**src/rtl/codec_cfg_pkg.sv**
```systemverilog
// Shared types and the fixed WM8731 register table for the codec I2C configuration block.
package codec_cfg_pkg;

  typedef enum logic [2:0] {
    SEQ_PWR_WAIT,
    SEQ_XFER,
    SEQ_GAP,
    SEQ_DONE,
    SEQ_ERROR
  } seq_state_t;

  typedef enum logic [2:0] {
    MST_IDLE,
    MST_START,
    MST_BIT,
    MST_ACK,
    MST_STOP
  } mst_state_t;

  localparam int NUM_WORDS = 11;
  localparam logic [7:0] DEV_WR_BYTE = 8'h34;

  // Each word is {reg[6:0], data[8:0]}; sent as word[15:8] then word[7:0].
  localparam logic [15:0] CFG_TABLE [NUM_WORDS] = '{
    16'h1E00, 16'h0017, 16'h0217, 16'h0479, 16'h0679, 16'h0812,
    16'h0A00, 16'h0C00, 16'h0E09, 16'h1001, 16'h1201
  };

  function automatic logic [15:0] cfg_word(input logic [3:0] idx);
    if (int'(idx) < NUM_WORDS) return CFG_TABLE[idx];
    return 16'h0000;
  endfunction

endpackage

```
**src/rtl/i2c_write_master.sv**
```systemverilog
// Write-only I2C master: START, three bytes with ACK checks, STOP. Every bus phase is one quarter
// of the SCL period; a NACK on any byte aborts straight to STOP.
module i2c_write_master
  import codec_cfg_pkg::*;
#(
  parameter int SCL_QDIV = 30
) (
  input  logic        i_clk,
  input  logic        i_rst,
  input  logic [23:0] i_frame,
  input  logic        i_start,
  input  logic        i_sda,
  output logic        o_scl,
  output logic        o_sda_oe,
  output logic        o_done,
  output logic        o_nack
);

  localparam int QW = (SCL_QDIV > 1) ? $clog2(SCL_QDIV) : 1;

  mst_state_t    state, state_n;
  logic [QW-1:0] qcnt;
  logic [1:0]    q, q_n;
  logic [2:0]    bit_cnt, bit_n;
  logic [1:0]    byte_cnt, byte_n;
  logic [23:0]   shreg, shreg_n;
  logic          scl_n, sda_oe_n, nack_n, done_n;
  logic          tick;

  assign tick = (qcnt == QW'(SCL_QDIV - 1));

  always_ff @(posedge i_clk) begin
    // NOTE: sequential state uses non-blocking assignments so every register sees pre-edge values.
    if (i_rst) begin
      state    <= MST_IDLE;
      qcnt     <= '0;
      q        <= '0;
      bit_cnt  <= '0;
      byte_cnt <= '0;
      shreg    <= '0;
      o_scl    <= 1'b1;
      o_sda_oe <= 1'b0;
      o_nack   <= 1'b0;
      o_done   <= 1'b0;
    end else begin
      state    <= state_n;
      qcnt     <= (state == MST_IDLE || tick) ? '0 : qcnt + QW'(1);
      q        <= q_n;
      bit_cnt  <= bit_n;
      byte_cnt <= byte_n;
      shreg    <= shreg_n;
      o_scl    <= scl_n;
      o_sda_oe <= sda_oe_n;
      o_nack   <= nack_n;
      o_done   <= done_n;
    end
  end

  always_comb begin
    // NOTE: every output of this block gets a default first, so no path can infer a latch.
    state_n  = state;
    q_n      = q;
    bit_n    = bit_cnt;
    byte_n   = byte_cnt;
    shreg_n  = shreg;
    scl_n    = o_scl;
    sda_oe_n = o_sda_oe;
    nack_n   = o_nack;
    done_n   = 1'b0;

    unique case (state)
      MST_IDLE: begin
        if (i_start) begin
          state_n  = MST_START;
          q_n      = 2'd0;
          shreg_n  = i_frame;
          bit_n    = 3'd7;
          byte_n   = 2'd0;
          nack_n   = 1'b0;
          scl_n    = 1'b1;
          sda_oe_n = 1'b1;
        end
      end
      MST_START: begin
        if (tick) begin
          if (q == 2'd0) begin
            q_n   = 2'd1;
            scl_n = 1'b0;
          end else begin
            state_n  = MST_BIT;
            q_n      = 2'd0;
            sda_oe_n = ~shreg[23];
          end
        end
      end
      MST_BIT: begin
        if (tick) begin
          q_n = q + 2'd1;
          unique case (q)
            2'd0: scl_n = 1'b1;
            2'd1: ;
            2'd2: scl_n = 1'b0;
            2'd3: begin
              if (bit_cnt == 3'd0) begin
                state_n  = MST_ACK;
                sda_oe_n = 1'b0;
              end else begin
                bit_n    = bit_cnt - 3'd1;
                shreg_n  = {shreg[22:0], 1'b0};
                sda_oe_n = ~shreg[22];
              end
            end
          endcase
        end
      end
      MST_ACK: begin
        if (tick) begin
          q_n = q + 2'd1;
          unique case (q)
            2'd0: scl_n = 1'b1;
            2'd1: nack_n = o_nack | i_sda;  // last clock of the SCL-high quarter
            2'd2: scl_n = 1'b0;
            2'd3: begin
              if (o_nack || byte_cnt == 2'd2) begin
                state_n  = MST_STOP;
                sda_oe_n = 1'b1;
              end else begin
                state_n  = MST_BIT;
                byte_n   = byte_cnt + 2'd1;
                bit_n    = 3'd7;
                shreg_n  = {shreg[22:0], 1'b0};
                sda_oe_n = ~shreg[22];
              end
            end
          endcase
        end
      end
      MST_STOP: begin
        if (tick) begin
          q_n = q + 2'd1;
          unique case (q)
            2'd0: scl_n = 1'b1;
            2'd1: sda_oe_n = 1'b0;
            default: begin
              state_n = MST_IDLE;
              q_n     = 2'd0;
              done_n  = 1'b1;
            end
          endcase
        end
      end
      default: state_n = MST_IDLE;
    endcase
  end

endmodule

```
**src/rtl/codec_i2c_config.sv**
```systemverilog
// WM8731 configuration sequencer: power-up wait, one I2C write per table word with retry on NACK,
// bus-idle gap after each STOP, then a config-done level for the codec data stage.
module codec_i2c_config
  import codec_cfg_pkg::*;
#(
  parameter int         SCL_QDIV   = 30,
  parameter int         PWR_CYCLES = 12000,
  parameter int         GAP_CYCLES = 600,
  parameter int         MAX_RETRY  = 3,
  parameter logic [6:0] DEV_ADDR   = DEV_WR_BYTE[7:1]
) (
  input  logic       i_clk,
  input  logic       i_rst,
  input  logic       i_restart,
  input  logic       i_sda,
  output logic       o_scl,
  output logic       o_sda_oe,
  output logic       o_busy,
  output logic [3:0] o_word_idx,
  output logic       o_config_done,
  output logic       o_error
);

  localparam int CNT_MAX = (PWR_CYCLES > GAP_CYCLES) ? PWR_CYCLES : GAP_CYCLES;
  localparam int CNT_W   = $clog2(CNT_MAX + 1);
  localparam int RETRY_W = (MAX_RETRY > 0) ? $clog2(MAX_RETRY + 1) : 1;

  seq_state_t         state, state_n, gap_dest, gap_dest_n;
  logic [CNT_W-1:0]   cnt, cnt_n;
  logic [3:0]         word_idx, word_idx_n;
  logic [RETRY_W-1:0] retry, retry_n;
  logic               start, start_n;
  logic [23:0]        frame;
  logic               xfer_done, xfer_nack;

  assign frame = {DEV_ADDR, 1'b0, cfg_word(word_idx)};

  i2c_write_master #(
    .SCL_QDIV (SCL_QDIV)
  ) u_master (
    .i_clk    (i_clk),
    .i_rst    (i_rst),
    .i_frame  (frame),
    .i_start  (start),
    .i_sda    (i_sda),
    .o_scl    (o_scl),
    .o_sda_oe (o_sda_oe),
    .o_done   (xfer_done),
    .o_nack   (xfer_nack)
  );

  always_ff @(posedge i_clk) begin
    if (i_rst) begin
      state    <= SEQ_PWR_WAIT;
      gap_dest <= SEQ_XFER;
      cnt      <= '0;
      word_idx <= '0;
      retry    <= '0;
      start    <= 1'b0;
    end else begin
      state    <= state_n;
      gap_dest <= gap_dest_n;
      cnt      <= cnt_n;
      word_idx <= word_idx_n;
      retry    <= retry_n;
      start    <= start_n;
    end
  end

  always_comb begin
    state_n    = state;
    gap_dest_n = gap_dest;
    cnt_n      = cnt;
    word_idx_n = word_idx;
    retry_n    = retry;
    start_n    = 1'b0;

    unique case (state)
      SEQ_PWR_WAIT: begin
        if (cnt == CNT_W'(PWR_CYCLES - 1)) begin
          cnt_n   = '0;
          state_n = SEQ_XFER;
          start_n = 1'b1;
        end else begin
          cnt_n = cnt + CNT_W'(1);
        end
      end
      SEQ_XFER: begin
        if (xfer_done) begin
          state_n = SEQ_GAP;
          cnt_n   = '0;
          // The destination is decided now and taken once the gap has elapsed.
          if (xfer_nack) begin
            if (retry < RETRY_W'(MAX_RETRY)) begin
              retry_n    = retry + RETRY_W'(1);
              gap_dest_n = SEQ_XFER;
            end else begin
              gap_dest_n = SEQ_ERROR;
            end
          end else begin
            retry_n = '0;
            if (word_idx == 4'(NUM_WORDS - 1)) begin
              gap_dest_n = SEQ_DONE;
            end else begin
              word_idx_n = word_idx + 4'd1;
              gap_dest_n = SEQ_XFER;
            end
          end
        end
      end
      SEQ_GAP: begin
        if (cnt == CNT_W'(GAP_CYCLES - 1)) begin
          cnt_n   = '0;
          state_n = gap_dest;
          start_n = (gap_dest == SEQ_XFER);
        end else begin
          cnt_n = cnt + CNT_W'(1);
        end
      end
      SEQ_DONE, SEQ_ERROR: begin
        if (i_restart) begin
          state_n    = SEQ_PWR_WAIT;
          cnt_n      = '0;
          word_idx_n = '0;
          retry_n    = '0;
        end
      end
      default: state_n = SEQ_PWR_WAIT;
    endcase
  end

  assign o_busy        = (state != SEQ_DONE) && (state != SEQ_ERROR);
  assign o_config_done = (state == SEQ_DONE);
  assign o_error       = (state == SEQ_ERROR);
  assign o_word_idx    = word_idx;

endmodule

```
**config.mk**
```make
export PLATFORM = sky130hd
export DESIGN_NAME = codec_i2c_config
export DESIGN_NICKNAME = d
export VERILOG_FILES = /design/src/rtl/codec_cfg_pkg.sv /design/src/rtl/i2c_write_master.sv /design/src/rtl/codec_i2c_config.sv
export SDC_FILE = /design/constraint.sdc
export NUM_CORES = 1
export LEC_CHECK = 0
export CAP_MARGIN = 20
export CORE_MARGIN = 2
export CORE_UTILIZATION = 60
export DETAILED_ROUTE_END_ITERATION = 12
export PLACE_DENSITY = 0.78
export SLEW_MARGIN = 0
export SYNTH_ARGS = -nofsm -noshare
export SYNTH_HDL_FRONTEND = slang
export SYNTH_SLANG_ARGS = --single-unit
export TNS_END_PERCENT = 1
```
**constraint.sdc**
```tcl
create_clock -name i_clk -period 3.8 [get_ports i_clk]
set_input_delay 0.38 -clock i_clk [delete_from_list [all_inputs] [get_ports i_clk]]
set_output_delay 0.38 -clock i_clk [all_outputs]
set_load 0.02 [all_outputs]
```
==> results.yml, run 1 <==
clock_network:
  tritoncts: "done"
  h_tree_lvl_count: 3
  worstSkewPairLatency_ns: 0.33
  cts-root-buf: "clkbuf_8"
  clkTransAtPathRegs_ns: 0.07
  max-clock-path-buffers: 2
  cts_resized: 0
  postCtsHoldBufs: 0
  clock_sink_count: 70
  post_cts.repair.setup_buffers: 0
  cts_inserted_buffers: 9
setup_path:
  setup.reg_to_reg.worst_slack_ns: 1.15
  classification_of_the_worst_setup_path: "reg2reg"
  crit-reg2reg-launch: "u_master.state[0]$_SDFFE_PP0P_"
  worst_path_arrival_time_ns: 2.91
  reg2reg_to: "u_master.shreg[0]$_SDFFE_PP0P_"
  startpoint: "u_master.state[0]$_SDFFE_PP0P_"
  crit_required_ns: 4.06
  startpoint_type: "flip-flop"
  timing.reg2reg.worst_path_depth: 6
  crit_path_max_fanout: 19
  cp-endpoint: "u_master.shreg[0]$_SDFFE_PP0P_"
  timing.critical_path.to_type: "flip-flop"
yosys:
  synth_enable_flop_cells: 0
  synth_largest_type_area_fraction_pct: 35.9
  predominant_post_synthesis_flop_cell: "dfxtp_1"
  avgSynthCellArea_um2: 8.18
  postSynthCellCount: 477
  mappedNetlistArea_um2: 3900
  ys_seq_elements: 70
  yosys.cell_count.top_type: "dfxtp_1"
  ys_async_sr_fraction_pct: 0
  synth.cells.most_frequent: "dfxtp_1 (70), nor2_1 (58), a21oi_1 (33), clkbuf_1 (32), nand2_1 (32)"
  warnings_from_yosys: 0
  netlist.top_cell.by_area: "dfxtp_1"
  synth.net_count: 498
  synth_area_leaders: "dfxtp_1 (36%), nor2_1 (5.6%), ha_1 (5.5%)"
  netlist-cell-type-count: 55
  seq_area_frac_synth_pct: 35.9
global_route:
  wire_length_of_the_first_global_routing_pass_um: 14400
  aggregate_global_route_resource_usage_pct: 24.2
  grt_start_max_net_pins: 45
  grt-ovfl-total: 0
  vias_in_the_first_global_route: 3158
  grt_antenna_before_repair: 0
pwr:
  power.density_cell_area_nw_per_um2: 396
  power.ir.vdd_worst_mv: 0.378
  p_leak_nw: 1.61
timing:
  post-route-worst-setup-slack_ns: 1.15
  final.min_clock_period_ns: 2.65
  total_negative_slack_ns: 0
  unrepaired_setup_endpoints_after_global_routing: "false"
  slew_violations: 0
  skew_ns: 0.00506
  final.period_utilization_pct: 69.7
  max_slew_margin_vs_limit_pct: 35.1
  fmaxAchievable_ghz: 0.378
  tightestPinTransition_ns: 0.973
  finalHoldWorstSlack_ns: 0.466
  setup_violations: 0
  final-hold-violation-count: 0
placed_design:
  place_worst_setup_slack_ns: 1.11
  dpl.hpwl_um: 5640
  place.gp.congestion: 0.851
  port_buffers: 12
  placed_area_um2: 4000
final_layout:
  finish.net_count: 489
  layout.area.seq_um2: 1400
  n_fill_cell: 521
  drive_gt1_share_pct: 5.08
  area_growth_pct: 6.89
  area_occupied_by_multi_input_gates_um2: 2280
  design_area_um2: 4170
  antennaDiodeCount: 0
  final_core_utilization_pct: 66.1
run:
  maxcap_violations: 0
drt:
  route.antenna.remaining_nets: 0
  via_count: 3431
  wl_per_cell_um: 15.2
  detail_route.drc_violations: 0
  routed_via_density: 6.25
  detailedRoute.firstPassIterationCount: 5
  drtIter0Drc: 277
  route.final.wire_length_um: 8350
floorplanning:
  initial_utilization_pct: 61.8
  die_area_um2: 7170
  die_w_um: 84.7
  io_pins: 13
  floorplan.rows: 29
  core_area_um2: 6310
  die-height_um: 84.7
worst_hold_path:
  worstHoldPathType: "reg2reg"
  min_from: "u_master.shreg[10]$_SDFFE_PP0P_"
run_status:
  result_of_the_run: "complete, no violations"
## sequential cells by signal, summed over array words and instances (netlist names)
name / flops
u_master.state: 3
u_master.q: 2
start: 1
u_master.o_sda_oe: 1
u_master.qcnt: 5
u_master.o_done: 1
u_master.bit_cnt: 3
o_word_idx: 4
retry: 2
u_master.byte_cnt: 2
u_master.o_nack: 1
state: 3
u_master.shreg: 24
cnt: 14
u_master.o_scl: 1
gap_dest: 3
## layer usage
| metal | track usage, % | wire [um] |
|---|---|---|
| met5 | 0 | 0 |
| met4 | 9.96 | 151 |
| met2 | 38.4 | 3820 |
| met3 | 3.93 | 341 |
| met1 | 32.8 | 4030 |
## final cells by class
type,count,share of cell area (%)
repair buffers,16,3.60
clock buffers,14,3.90
clock inverters,1,0.120
inverters,21,1.89
flip-flops and latches,70,33.6
multi-input cells,350,54.6
well taps,77,2.31
## logic make-up (layout without fill, tap and decap cells)
logic type	count (synthesis)	count (layout)	share of synthesized area, %
AO/OA/AOI/OAI	135	135	24.4
XOR/XNOR	15	15	3.37
adder cells (fa/ha/maj)	17	17	5.45
buffers and inverters	57	52	5.74
flip-flops	70	70	35.9
multiplexers	15	15	3.88
AND/OR/NAND/NOR	168	168	21.3
## where the power goes
part / switching [W] / internal, W
logic: 0.000181 / 0.000109
clock network: 0.000254 / 0.000269
registers: 0.0000463 / 0.000790
## cells in the final DEF, fill, tap and decap left out, types with 6 or more instances in the layout
| cell type | instances |
|---|---|
| ha_1 | 17 |
| clkbuf_8 | 11 |
| nor3_1 | 12 |
| o21ai_0 | 20 |
| clkdlybuf4s50_1 | 12 |
| xor2_1 | 10 |
| nand2b_1 | 7 |
| a21oi_1 | 33 |
| o211ai_1 | 9 |
| nor2_1 | 58 |
| o211a_1 | 9 |
| nand3_1 | 11 |
| nand4_1 | 7 |
| nand2_1 | 32 |
| a31oi_1 | 8 |
| inv_1 | 21 |
| mux2i_1 | 14 |
| a211oi_1 | 11 |
| and3_1 | 6 |
| or3_1 | 7 |
| a41o_1 | 9 |
| dfxtp_1 | 70 |
## critical path, stage by stage (launching register included)
cell     delay [ns]
dfxtp_1        0.67
or2_2          0.25
o22ai_1        0.13
or2_2          0.41
nor2_1         0.59
buf_4          0.33
mux2i_1        0.19
## how the worst min path moves through the flow
stage / to / slack (ns) / depth (start not counted)
final: u_master.shreg[10]$_SDFFE_PP0P_ / 0.47 / 2
after global routing: u_master.shreg[10]$_SDFFE_PP0P_ / 0.48 / 2
after CTS: u_master.shreg[10]$_SDFFE_PP0P_ / 0.46 / 2
after detailed placement: u_master.shreg[10]$_SDFFE_PP0P_ / 0.45 / 2
after global placement: u_master.shreg[0]$_SDFFE_PP0P_ / 0.44 / 2
after floorplan: u_master.shreg[9]$_SDFFE_PP0P_ / 0.43 / 2
## per-stage QoR
stage | total power [W] | cells
6_report | 0.00165 | 549
5_1_grt | 0.00174 | 549
4_1_cts | 0.00166 | 549
3_5_place_dp | 0.00114 | 534
3_3_place_gp | 0.00112 | 534
2_1_floorplan | 0.00107 | 477
(Power assumes the default switching activity.)
==> run 2, diff against run 1 <==
Clock period 3.8 ns to 2.7 ns, I/O delays scaled along.
==> run 2 against run 1 <==
Against the previous run:
- combinational power up 52%
- total power up 54%
- setup slack worse by 0.77 ns
- cell count up 1.8%
- utilization up 1.9 points
- first-iteration DRC count down 13%
- sequential share of layout area down 0.95 points
- sequential power up 39%
==> results.yml, run 2 (synthesis results as in run 1) <==
run_status:
  result_of_the_run: "complete, no violations"
drt:
  wl_per_cell_um: 15.3
  detailroute.wirelength.met2_um: 4110
  met3_length_um: 401
  detail_route.drc_violations: 0
  top_signal_layer_used: "met4"
  route.antenna.remaining_nets: 0
  route.final.wire_length_um: 8570
  detailedRoute.firstPassIterationCount: 4
  routed_via_density: 6.26
  wl_met1_um: 3990
  drtIter0Drc: 241
  via_count: 3499
final_layout:
  layout_top_registers: "u_master.shreg x24, cnt x14, u_master.qcnt x5"
  antennaDiodeCount: 0
  n_fill_cell: 530
  drive_gt1_share_pct: 7.68
  largest_reg_flops: 24
  area_growth_pct: 10.0
  finish.net_count: 498
  final_core_utilization_pct: 68.0
  commonest_non_fill_non_tap_cell_in_the_layout: "dfxtp_1"
  mostFrequentLayoutCells: "dfxtp_1 (70), nor2_1 (58), a21oi_1 (33)"
  registers.top_by_ff_count: "u_master.shreg"
timing:
  max_slew_margin_vs_limit_pct: 40.2
  unrepaired_setup_endpoints_after_global_routing: "false"
  slew_violations: 0
  setup_violations: 0
  final.period_utilization_pct: 86.0
  fmaxAchievable_ghz: 0.430
  final.min_clock_period_ns: 2.32
  skew_ns: 0.00680
  final-hold-violation-count: 0
  tightestPinTransition_ns: 0.893
  total_negative_slack_ns: 0
worst_hold_path:
  min_from: "u_master.shreg[3]$_SDFFE_PP0P_"
  worstHoldPathType: "reg2reg"
  timing.hold.worst_path_depth: 2
  timing.hold.worst_endpoint: "u_master.shreg[3]$_SDFFE_PP0P_"
setup_path:
  crit-reg2reg-launch: "state[2]$_SDFFE_PP0P_"
  startpoint_type: "flip-flop"
  crit_chain: "or3b_2 > inv_1 > clkdlybuf4s50_1"
  classification_of_the_worst_setup_path: "reg2out"
  cp_slowest_stage_delay_ns: 0.60
  crit_required_ns: 2.43
  reg2reg_to: "o_word_idx[3]$_SDFFE_PP0P_"
  timing.reg2reg.worst_path_depth: 5
  crit_path_top_delay_cell: "clkdlybuf4s50_1"
  critical-path-top-delay-family: "buffers and inverters"
  worst_path_arrival_time_ns: 2.05
  cp_num_buf_inv: 2
  timing.critical_path.to_type: "output port"
  setup.reg_to_reg.worst_slack_ns: 0.42
  crit_path_max_fanout: 12
clock_network:
  cts_inserted_buffers: 9
  clkTransAtPathRegs_ns: 0.08
  tritoncts: "done"
  cts-root-buf: "clkbuf_8"
  worstSkewPairLatency_ns: 0.34
  postCtsHoldBufs: 0
  cts_resized: 0
  max-clock-path-buffers: 2
  post_cts.repair.setup_buffers: 0
  clock_sink_count: 70
  h_tree_lvl_count: 3
floorplanning:
  core_area_um2: 6310
  die-height_um: 84.7
  die_w_um: 84.7
  io_pins: 13
  initial_utilization_pct: 61.8
  floorplan.rows: 29
  die_area_um2: 7170
global_route:
  grt_antenna_before_repair: 0
  grt-ovfl-total: 0
  aggregate_global_route_resource_usage_pct: 24.8
  vias_in_the_first_global_route: 3256
  wire_length_of_the_first_global_routing_pass_um: 14700
  grt_start_max_net_pins: 44
placed_design:
  place.gp.congestion: 0.890
  dpl.hpwl_um: 5770
  port_buffers: 12
pwr:
  power.ir.vdd_worst_mv: 0.523
  p_leak_nw: 1.68
  power.density_cell_area_nw_per_um2: 594
run:
  maxcap_violations: 0
[run 2: cell count changes in the layout (fill, tap and decap cells not counted), moves of 2 or more]
cell        delta
clkbuf_8       -2
bufinv_16      +2
clkbuf_1       -3
clkinvlp_4     +2
buf_4          +9
[run 2: per-layer routing]
metal  global-route usage (%)  vias up
li1                         -     1739
met1                     32.2     1657
met2                     41.2       94
met3                     6.39        9
met4                     6.49        0
met5                        0        -
[run 2: metrics by stage]
stage          cells  total power [W]  setup WS, ns  hold WS, ns  area (um2)
3_3_place_gp     543          0.00160         0.506        0.444        4070
3_5_place_dp     543          0.00162         0.418        0.454        4070
6_report         559          0.00255         0.377        0.465        4290
4_1_cts          559          0.00255         0.364        0.466        4290
5_1_grt          559          0.00266         0.208        0.484        4290
2_1_floorplan    477          0.00150         0.648        0.433        3900
[run 2: where the power goes]
part	switching (W)	internal (W)
registers	0.0000479	0.00111
clock network	0.000424	0.000523
logic	0.000275	0.000166
[run 2: worst max-delay path by stage]
| stage | end | cells past startpoint | start | slack, ns |
|---|---|---|---|---|
| after floorplan | cnt[10]$_SDFFE_PP0P_ | 6 | cnt[7]$_SDFFE_PP0P_ | 0.65 |
| after CTS | o_error | 3 | state[2]$_SDFFE_PP0P_ | 0.36 |
| final | o_error | 3 | state[2]$_SDFFE_PP0P_ | 0.38 |
| after global placement | cnt[9]$_SDFFE_PP0P_ | 5 | cnt[7]$_SDFFE_PP0P_ | 0.51 |
| after global routing | cnt[6]$_SDFFE_PP0P_ | 6 | cnt[0]$_SDFFE_PP0P_ | 0.21 |
| after detailed placement | o_word_idx[3]$_SDFFE_PP0P_ | 5 | state[2]$_SDFFE_PP0P_ | 0.42 |
[run 2: layout make-up]
class / instances / area (um2) / share of cell area (%)
timing repair buffer: 25 / 218 / 5.07
multi-input combinational: 350 / 2280 / 53.0
inverter: 21 / 78.8 / 1.84
clock inverter: 7 / 97.6 / 2.27
clock buffer: 9 / 124 / 2.89
sequential: 70 / 1400 / 32.6
tap: 77 / 96.3 / 2.24
[run 2: worst min-delay path: stages, from the launching register on]
cell and delay [ns]:
dfxtp_1 0.32, nand2_1 0.05, o21ai_0 0.06
==> run 3, diff against run 2 <==
Settings changed: CORE_MARGIN 2 to 8.
==> run 3 against run 2 <==
Against the previous run:
- total power fell by 5.5%
- cell count shrank 0.36%
- combinational power fell by 3%
- flip-flop and latch count unchanged
- setup slack improved by 0.00053 ns
- register-to-register slack got worse by 0.04 ns
- utilization shrank 0.55 points
- critical path type is now reg2reg
- largest cell class unchanged
==> results.yml, run 3 (synthesis results as in run 1) <==
placed_design:
  place.gp.congestion: 0.877
  port_buffers: 12
  placed_area_um2: 4070
  dpl.hpwl_um: 5790
final_layout:
  commonest_non_fill_non_tap_cell_in_the_layout: "dfxtp_1"
  drive_gt1_share_pct: 7.29
  antennaDiodeCount: 0
  design_area_um2: 4260
  mostFrequentLayoutCells: "dfxtp_1 (70), nor2_1 (58), a21oi_1 (33)"
  area_growth_pct: 9.11
  largest_reg_flops: 24
  finish.net_count: 498
  registers.top_by_ff_count: "u_master.shreg"
  layout_top_registers: "u_master.shreg x24, cnt x14, u_master.qcnt x5"
  n_fill_cell: 547
timing:
  setup_violations: 0
  max_slew_margin_vs_limit_pct: 40.1
  skew_ns: 0.0107
  unrepaired_setup_endpoints_after_global_routing: "false"
  final.period_utilization_pct: 86.0
  final-hold-violation-count: 0
  slew_violations: 0
  final.min_clock_period_ns: 2.32
  total_negative_slack_ns: 0
  tightestPinTransition_ns: 0.895
  fmaxAchievable_ghz: 0.431
setup_path:
  timing.reg2reg.worst_path_depth: 6
  crit_required_ns: 2.91
  timing.critical_path.to_type: "flip-flop"
  classification_of_the_worst_setup_path: "reg2reg"
  reg2reg_to: "cnt[10]$_SDFFE_PP0P_"
  startpoint_type: "flip-flop"
  crit_path_max_fanout: 9
  crit-reg2reg-launch: "cnt[0]$_SDFFE_PP0P_"
  setup.reg_to_reg.worst_slack_ns: 0.38
  worst_path_arrival_time_ns: 2.53
clock_network:
  cts_inserted_buffers: 9
  cts_resized: 0
  tritoncts: "done"
  worstSkewPairLatency_ns: 0.34
  max-clock-path-buffers: 2
  cts-root-buf: "clkbuf_8"
  post_cts.repair.setup_buffers: 0
  clock_sink_count: 70
  clkTransAtPathRegs_ns: 0.07
  postCtsHoldBufs: 0
  h_tree_lvl_count: 3
global_route:
  aggregate_global_route_resource_usage_pct: 17.6
  grt_start_max_net_pins: 44
  vias_in_the_first_global_route: 3188
  grt_antenna_before_repair: 0
  wire_length_of_the_first_global_routing_pass_um: 14400
  grt-ovfl-total: 0
drt:
  detailroute.wirelength.met2_um: 4000
  wl_met1_um: 3950
  drtIter0Drc: 208
  wl_per_cell_um: 15.1
  met3_length_um: 378
  detail_route.drc_violations: 0
  routed_via_density: 6.21
  detailedRoute.firstPassIterationCount: 4
  top_signal_layer_used: "met4"
  route.final.wire_length_um: 8420
  via_count: 3457
  route.antenna.remaining_nets: 0
pwr:
  p_leak_nw: 1.67
  power.ir.vdd_worst_mv: 0.524
  power.density_cell_area_nw_per_um2: 566
worst_hold_path:
  worstHoldPathType: "reg2reg"
  min_from: "retry[1]$_SDFFE_PP0P_"
  timing.hold.worst_endpoint: "retry[1]$_SDFFE_PP0P_"
  timing.hold.worst_path_depth: 2
floorplanning:
  io_pins: 13
  initial_utilization_pct: 61.8
  die_area_um2: 9340
  core_area_um2: 6310
  floorplan.rows: 29
  die-height_um: 96.7
  die_w_um: 96.7
run:
  maxcap_violations: 0
run_status:
  result_of_the_run: "complete, no violations"
-- run 3: cell types whose count changed in the layout (fill, tap and decap cells not counted), sizes merged --
cell      before  now
clkinv         2    3
bufinv         2    1
clkbuf         9   10
clkinvlp       2    0
inv           22   21
-- run 3: layer usage --
metal | vias to the layer above | global-route usage [%]
li1 | 1732 | -
met1 | 1635 | 22.4
met2 | 78 | 28.9
met3 | 12 | 3.13
met4 | 0 | 6.86
met5 | - | 0
-- run 3: per-stage QoR --
step | util [%] | power (W) | hold WS (ns) | setup WS [ns] | instances
global route | 67.4 | 0.00254 | 0.479 | 0.142 | 557
global placement | 64.5 | 0.00159 | 0.443 | 0.514 | 543
floorplan | - | 0.00150 | 0.433 | 0.648 | 477
finish | 67.4 | 0.00241 | 0.458 | 0.377 | 557
detailed placement | 64.5 | 0.00161 | 0.451 | 0.422 | 543
CTS | 67.4 | 0.00242 | 0.460 | 0.395 | 557
-- run 3: power breakdown --
| group | leakage, nW | internal [W] | total [W] | switching, W |
|---|---|---|---|---|
| logic | 1.01 | 0.000161 | 0.000428 | 0.000267 |
| registers | 0.565 | 0.00111 | 0.00116 | 0.0000483 |
| clock network | 0.0980 | 0.000440 | 0.000820 | 0.000380 |
| total | 1.67 | 0.00171 | 0.00241 | 0.000695 |
-- run 3: critical path, cell delays in order, from the launching register on --
cell,delay (ns)
dfxtp_1,0.40
ha_1,0.24
nand3_1,0.14
nor4_1,0.56
nor2_1,0.31
o31ai_4,0.45
nor2_1,0.10
-- run 3: worst max-delay path by stage --
stage | to | cells past startpoint | start | slack, ns
after global routing | cnt[8]$_SDFFE_PP0P_ | 6 | cnt[0]$_SDFFE_PP0P_ | 0.14
after CTS | o_error | 3 | state[2]$_SDFFE_PP0P_ | 0.39
final | cnt[10]$_SDFFE_PP0P_ | 6 | cnt[0]$_SDFFE_PP0P_ | 0.38
after global placement | cnt[13]$_SDFFE_PP0P_ | 5 | cnt[7]$_SDFFE_PP0P_ | 0.51
after detailed placement | cnt[10]$_SDFFE_PP0P_ | 5 | cnt[7]$_SDFFE_PP0P_ | 0.42
after floorplan | cnt[10]$_SDFFE_PP0P_ | 6 | cnt[7]$_SDFFE_PP0P_ | 0.65
-- run 3: cell type report --
type | instances | area, um2 | area share [%]
Multi-Input combinational cell | 350 | 2280 | 53.5
Timing Repair Buffer | 25 | 218 | 5.11
Clock inverter | 4 | 48.8 | 1.15
Tap cell | 77 | 96.3 | 2.26
Inverter | 21 | 78.8 | 1.85
Sequential cell | 70 | 1400 | 32.9
Clock buffer | 10 | 138 | 3.23
